`config.mk`:
```
export PLATFORM = sky130hd
export DESIGN_NAME = cdb_arbiter_flat
export DESIGN_NICKNAME = d
export VERILOG_FILES = /design/src/rtl/cdb_arbiter_if.sv /design/src/rtl/cdb_arbiter.sv /design/src/flat_wrapper.sv
export SDC_FILE = /design/constraint.sdc
export NUM_CORES = 1
export LEC_CHECK = 0
export ABC_CLOCK_PERIOD_IN_PS = 2500
export BUFFER_PORTS_ARGS = -buffer_cell sky130_fd_sc_hd__buf_2
export CAP_MARGIN = 5
export CORE_MARGIN = 2
export CORE_UTILIZATION = 52
export CTS_CLUSTER_SIZE = 14
export DETAILED_ROUTE_END_ITERATION = 10
export PLACE_DENSITY = 0.91
export SKIP_LAST_GASP = 1
export SLEW_MARGIN = 5
export SYNTH_ARGS = -nofsm -noshare
export SYNTH_HDL_FRONTEND = slang
export SYNTH_SLANG_ARGS = --single-unit
export TNS_END_PERCENT = 20
```
`constraint.sdc`:
```
create_clock -name clk -period 2.5 [get_ports clk]
set_input_delay 0.25 -clock clk [delete_from_list [all_inputs] [get_ports clk]]
set_output_delay 0.25 -clock clk [all_outputs]
set_load 0.02 [all_outputs]
```
`src/rtl/cdb_arbiter_if.sv`:
```
// cdb_arbiter_if: FU request/grant ports and CDB broadcast bundle
interface cdb_arbiter_if #(
  parameter int NUM_FU = 4,
  parameter int ID_W   = 4,
  parameter int VAL_W  = 8
);
  logic [NUM_FU-1:0]            fu_req;
  logic [NUM_FU-1:0]            fu_grant;
  logic [NUM_FU-1:0][ID_W-1:0]  fu_id;
  logic [NUM_FU-1:0][VAL_W-1:0] fu_val;
  logic                         cdb_stall;
  logic                         cdb_valid;
  logic [ID_W-1:0]              cdb_id;
  logic [VAL_W-1:0]             cdb_val;
  logic [15:0]                  xfer_count;
  logic                         starve_err;
  modport master (
    output fu_req, fu_id, fu_val, cdb_stall,
    input  fu_grant, cdb_valid, cdb_id, cdb_val, xfer_count, starve_err
  );
  modport slave (
    input  fu_req, fu_id, fu_val, cdb_stall,
    output fu_grant, cdb_valid, cdb_id, cdb_val, xfer_count, starve_err
  );
endinterface

```
`src/rtl/cdb_arbiter.sv`:
```
// cdb_arbiter: round-robin grant of FU results onto a registered common data bus
module cdb_arbiter #(
  parameter int NUM_FU     = 4,
  parameter int ID_W       = 4,
  parameter int VAL_W      = 8,
  parameter int STARVE_LIM = 8
) (
  input logic          clk,
  input logic          rst,
  cdb_arbiter_if.slave bus
);
  localparam int PW = $clog2(NUM_FU);
  localparam int CW = $clog2(STARVE_LIM + 2);
  logic [PW-1:0]    rr_q, rr_d, sel, j;
  logic             hit;
  logic [NUM_FU-1:0] gnt;
  logic [CW-1:0]    wait_q [NUM_FU];
  logic [CW-1:0]    wait_d [NUM_FU];
  logic             starve_q, starve_d, valid_q;
  logic [ID_W-1:0]  id_q;
  logic [VAL_W-1:0] val_q;
  logic [15:0]      cnt_q;
  always_comb begin
    sel = '0;
    hit = 1'b0;
    j   = '0;
    // scan backwards so the requester nearest rr_q is the last (winning) assignment
    for (int k = NUM_FU - 1; k >= 0; k--) begin
      j   = PW'((int'(rr_q) + k) % NUM_FU);
      sel = bus.fu_req[j] ? j : sel;
      hit = hit | bus.fu_req[j];
    end
    hit  = hit & rst & ~bus.cdb_stall;
    gnt  = hit ? (NUM_FU'(1) << sel) : '0;
    rr_d = (int'(sel) == NUM_FU - 1) ? '0 : sel + PW'(1);
    starve_d = starve_q;
    for (int i = 0; i < NUM_FU; i++) begin
      wait_d[i] = (!bus.fu_req[i] || gnt[i]) ? '0 :
                  (!bus.cdb_stall && int'(wait_q[i]) <= STARVE_LIM) ? wait_q[i] + CW'(1) : wait_q[i];
      starve_d  = starve_d | (int'(wait_d[i]) > STARVE_LIM);
    end
  end
  always_ff @(posedge clk) begin
    if (!rst) begin
      rr_q     <= '0;
      valid_q  <= 1'b0;
      id_q     <= '0;
      val_q    <= '0;
      cnt_q    <= '0;
      starve_q <= 1'b0;
      for (int i = 0; i < NUM_FU; i++) wait_q[i] <= '0;
    end else begin
      valid_q  <= hit;
      starve_q <= starve_d;
      for (int i = 0; i < NUM_FU; i++) wait_q[i] <= wait_d[i];
      if (hit) begin
        rr_q  <= rr_d;
        id_q  <= bus.fu_id[sel];
        val_q <= bus.fu_val[sel];
        cnt_q <= cnt_q + 16'd1;
      end
    end
  end
  assign bus.fu_grant   = gnt;
  assign bus.cdb_valid  = valid_q;
  assign bus.cdb_id     = id_q;
  assign bus.cdb_val    = val_q;
  assign bus.xfer_count = cnt_q;
  assign bus.starve_err = starve_q;
endmodule

```
`src/flat_wrapper.sv`:
```
// flat-port wrapper written by rule: the top's interface ports become plain ports
module cdb_arbiter_flat 
#(
  parameter int NUM_FU     = 4,
  parameter int ID_W       = 4,
  parameter int VAL_W      = 8,
  parameter int STARVE_LIM = 8
)
  (clk, rst, bus_fu_req, bus_fu_id, bus_fu_val, bus_cdb_stall, bus_fu_grant, bus_cdb_valid, bus_cdb_id, bus_cdb_val, bus_xfer_count, bus_starve_err);
  cdb_arbiter_if #(.NUM_FU(NUM_FU), .ID_W(ID_W), .VAL_W(VAL_W)) bus_i ();
  input logic clk;
  input logic rst;
  input wire logic [$bits(bus_i.fu_req)-1:0] bus_fu_req;
  input wire logic [$bits(bus_i.fu_id)-1:0] bus_fu_id;
  input wire logic [$bits(bus_i.fu_val)-1:0] bus_fu_val;
  input wire logic [$bits(bus_i.cdb_stall)-1:0] bus_cdb_stall;
  output wire logic [$bits(bus_i.fu_grant)-1:0] bus_fu_grant;
  output wire logic [$bits(bus_i.cdb_valid)-1:0] bus_cdb_valid;
  output wire logic [$bits(bus_i.cdb_id)-1:0] bus_cdb_id;
  output wire logic [$bits(bus_i.cdb_val)-1:0] bus_cdb_val;
  output wire logic [$bits(bus_i.xfer_count)-1:0] bus_xfer_count;
  output wire logic [$bits(bus_i.starve_err)-1:0] bus_starve_err;
  assign bus_i.fu_req = bus_fu_req;
  assign bus_i.fu_id = bus_fu_id;
  assign bus_i.fu_val = bus_fu_val;
  assign bus_i.cdb_stall = bus_cdb_stall;
  assign bus_fu_grant = bus_i.fu_grant;
  assign bus_cdb_valid = bus_i.cdb_valid;
  assign bus_cdb_id = bus_i.cdb_id;
  assign bus_cdb_val = bus_i.cdb_val;
  assign bus_xfer_count = bus_i.xfer_count;
  assign bus_starve_err = bus_i.starve_err;
  cdb_arbiter #(.NUM_FU(NUM_FU), .ID_W(ID_W), .VAL_W(VAL_W), .STARVE_LIM(STARVE_LIM)) u_core (.clk(clk), .rst(rst), .bus(bus_i));
endmodule
```
==> results.md <==
- Hold violation total from the final report: 0
- Worst hold margin: 235.8 ps
- Endpoint arrival time on the critical path: 2050 ps
- Area Overhead vs Synth: 19.31%
- Startpoint type of the worst setup path: flip-flop
- Number of nets in the finished design: 490
- Final Cycle Share: 0.9200
- Critical Path Sink Type: output pin
- Flop and latch count out of synthesis: 48
- Number of enable flip-flop cells after synthesis: 0
- Clock transition at the register clock pins on the worst setup and hold paths after CTS: 90 ps
- Final setup violation count: 0
- Leading register cell type out of synthesis: sky130_fd_sc_hd__dfxtp_1
- Vias: 2847
- Global-route total usage across every layer: 0.2348
- Delay contributed by the slowest stage of the critical path: 390 ps
- Pre-antenna DRT Iters: 4
- Clock skew after layout: 5.086 ps
- Number of setup buffers added after CTS: 0
- Sum of buffers and inverters on the critical path: 2
- Number of design-rule violations left by the first detailed-router iteration: 125
- Result of the run: completed
- Most area-consuming cells after synthesis: sky130_fd_sc_hd__dfxtp_1, sky130_fd_sc_hd__ha_1, sky130_fd_sc_hd__nand2_1
- Number of antenna violations at the first check in global routing: 0
- Die boundary height: 79.63 µm
- DR vias/cell: 5.752
- Clock tree from TritonCTS: built
- Top cell types by occurrence after synthesis: sky130_fd_sc_hd__dfxtp_1, sky130_fd_sc_hd__nand2_1, sky130_fd_sc_hd__nor2_1
- Number of clock sinks: 48
- Static leakage: 1.635 nW
- Avg Inst Size Synth: 8.851 µm²
- Post-Syn Instances: 336
- Pre-CTS setup slack: 259.2 ps
- Fraction of registers with async set or reset after synthesis: 0
- Count of standard-cell rows: 27
- Net Count, Synth: 404
- Total non-filler cell area in the finished layout: 3548 µm²
- Layout cells sized above 1: 0.3215
- First-pass GRT wire length: 11860 µm
- Worst-case clock buffer depth: 2
- Slew HR: 0.5851
- Pin count of the biggest net entering global routing: 26
- Final Wtd Congestion: 0.8792
- Max-slew violations: 0
- Crit Path Category: flip-flop to output pin
- Overflow left after global routing: 0
- Hpwl dp: 5431 µm
- Insertion delay to the later sink of the worst-skew pair: 300 ps
- Final wirelength: 7452 µm
- Most frequent cell after synthesis: sky130_fd_sc_hd__dfxtp_1
- Total placed instance area: 3458 µm²
- Post-CTS Resized: 0
- Netlist area before placement: 2974 µm²
- Largest fanout of any net on the critical path: 6
- Count of H-tree levels built during CTS: 2
- Per-cell routed wire length: 15.05 µm
- Number of remaining DRC errors: 0
- Worst-case setup margin in the final layout: 199.9 ps
- Power per standard cell area: 508.4 nW/µm²
- Starting utilization of the core area: 0.5401
- Ant diodes: 0
- Port Buf Inserts: 88
- Portion of synthesized cell area occupied by the leading cell type: 0.3231
- Worst hold-check path type: primary input to flip-flop
- Min Clock Period, post-route: 2300 ps
- I/O Pins: 89
- RSZ-0062 raised after global routing: false
- Leading area contributor after synthesis: sky130_fd_sc_hd__dfxtp_1
- Count of cell types in the netlist: 55
- Floorplan die area: 6340 µm²
- Portion of the post-synthesis area used by sequential elements: 0.3231
- VDD IR-drop max: 0.2857 mV
- Post-CTS Hold Buffers: 0
- Master cell of the clock root buffer: sky130_fd_sc_hd__clkbuf_8
- Number of maximum-capacitance violations: 0
- Slowest CP cell: sky130_fd_sc_hd__dfxtp_1
- Antenna violation net count after detailed routing: 0
- Worst path cell trace: nand2b_1 > a21boi_2 > nor3_2 > inv_2 > ha_1 > and3_1 > buf_2
- Setup_tns: 0 ps
- Number of clock buffers inserted by TritonCTS: 5
- Synth warn: 0
- Req. time, crit path: 2250 ps
- Core outline area: 5507 µm²
- Measured slew at the worst slew-check pin: 620.8 ps
- Number of global-route vias before repair: 2709
- Peak Freq: 0.4348 GHz
- Die extent in x: 79.63 µm
- Family with the most delay on the worst path: simple AND/OR/NAND/NOR gates
-- worst register-to-register path, stage by stage, from the launching register on --
cell	delay, ps
sky130_fd_sc_hd__dfxtp_1	460
sky130_fd_sc_hd__a21o_1	140
sky130_fd_sc_hd__a21boi_0	110
sky130_fd_sc_hd__o22ai_1	320
sky130_fd_sc_hd__inv_1	110
sky130_fd_sc_hd__ha_1	200
sky130_fd_sc_hd__a21boi_0	340
sky130_fd_sc_hd__nand2_1	90
sky130_fd_sc_hd__o31ai_1	270
sky130_fd_sc_hd__o41a_1	190
-- area by class of cell --
cell class | count | area (µm²)
inverter | 15 | 56.30
tap | 72 | 90.09
sequential | 48 | 960.9
multi-input combinational | 258 | 1866
clock buffer | 8 | 90.09
fill | 455 | 1958
timing repair buffer | 94 | 485.5
-- metrics by stage --
stage	cells	power (mW)	utilization
after global placement	487	1.312	0.6280
after detailed placement	487	1.334	0.6280
after floorplan	336	1.188	-
final	495	1.804	0.6444
after CTS	495	1.807	0.6444
after global routing	495	1.884	0.6444
-- cells in the final DEF (no fill, tap or decap), types with 7 or more instances in the layout --
cell type,n
sky130_fd_sc_hd__a21oi_1,11
sky130_fd_sc_hd__and2_1,14
sky130_fd_sc_hd__buf_2,88
sky130_fd_sc_hd__dfxtp_1,48
sky130_fd_sc_hd__ha_1,13
sky130_fd_sc_hd__inv_1,13
sky130_fd_sc_hd__mux2i_1,13
sky130_fd_sc_hd__nand2_1,35
sky130_fd_sc_hd__nand2b_1,11
sky130_fd_sc_hd__nand3_1,8
sky130_fd_sc_hd__nor2_1,21
sky130_fd_sc_hd__nor3_1,7
sky130_fd_sc_hd__nor4b_1,12
sky130_fd_sc_hd__o211ai_2,10
sky130_fd_sc_hd__o21ai_0,10
sky130_fd_sc_hd__o21ai_2,10
sky130_fd_sc_hd__o31a_1,14
sky130_fd_sc_hd__xnor2_1,9
sky130_fd_sc_hd__xor2_1,8
-- per-layer routing --
layer,track usage,wire (µm),up-vias
li1,-,-,1377
met1,0.2761,3026,1357
met2,0.3992,3802,97
met3,0.05204,410,16
met4,0.1190,212,0
met5,0,0,-
-- flip-flops by register name, summed over array words and instances, names as in the netlist --
signal and cells:
u_core.bus.cdb_id 4, u_core.bus.cdb_val 8, u_core.bus.cdb_valid 1, u_core.bus.starve_err 1
u_core.bus.xfer_count 16, u_core.rr_q 2, u_core.wait_q 16
-- worst paths after layout --
kind,start,to,slack (ps),depth (start not counted)
hold / removal,bus_fu_req[2],u_core.wait_q[2][0],240,3
hold reg to reg,u_core.bus.cdb_val[6],u_core.bus.cdb_val[6],480,2
setup / recovery,u_core.rr_q[0],bus_fu_grant[2],200,7
setup reg to reg,u_core.rr_q[1],u_core.bus.starve_err,230,9
-- cell families (layout without fill, tap and decap cells) --
| family | Yosys count | count (layout) | share of synthesized area |
|---|---|---|---|
| AOI/OAI and AO/OA | 80 | 80 | 0.2183 |
| xor gates and xnor gates | 17 | 17 | 0.05007 |
| adders and majority gates | 13 | 13 | 0.05469 |
| buffers and inverters | 30 | 117 | 0.04964 |
| DFF | 48 | 48 | 0.3231 |
| muxes | 14 | 14 | 0.04754 |
| and+or+nand+nor | 134 | 134 | 0.2566 |
-- where the power goes --
group          total, mW  switching (mW)  internal, mW
Sequential         0.842          0.0347         0.808
Clock              0.482           0.256         0.226
Combinational      0.480           0.284         0.196
(Power assumes the default switching activity.)
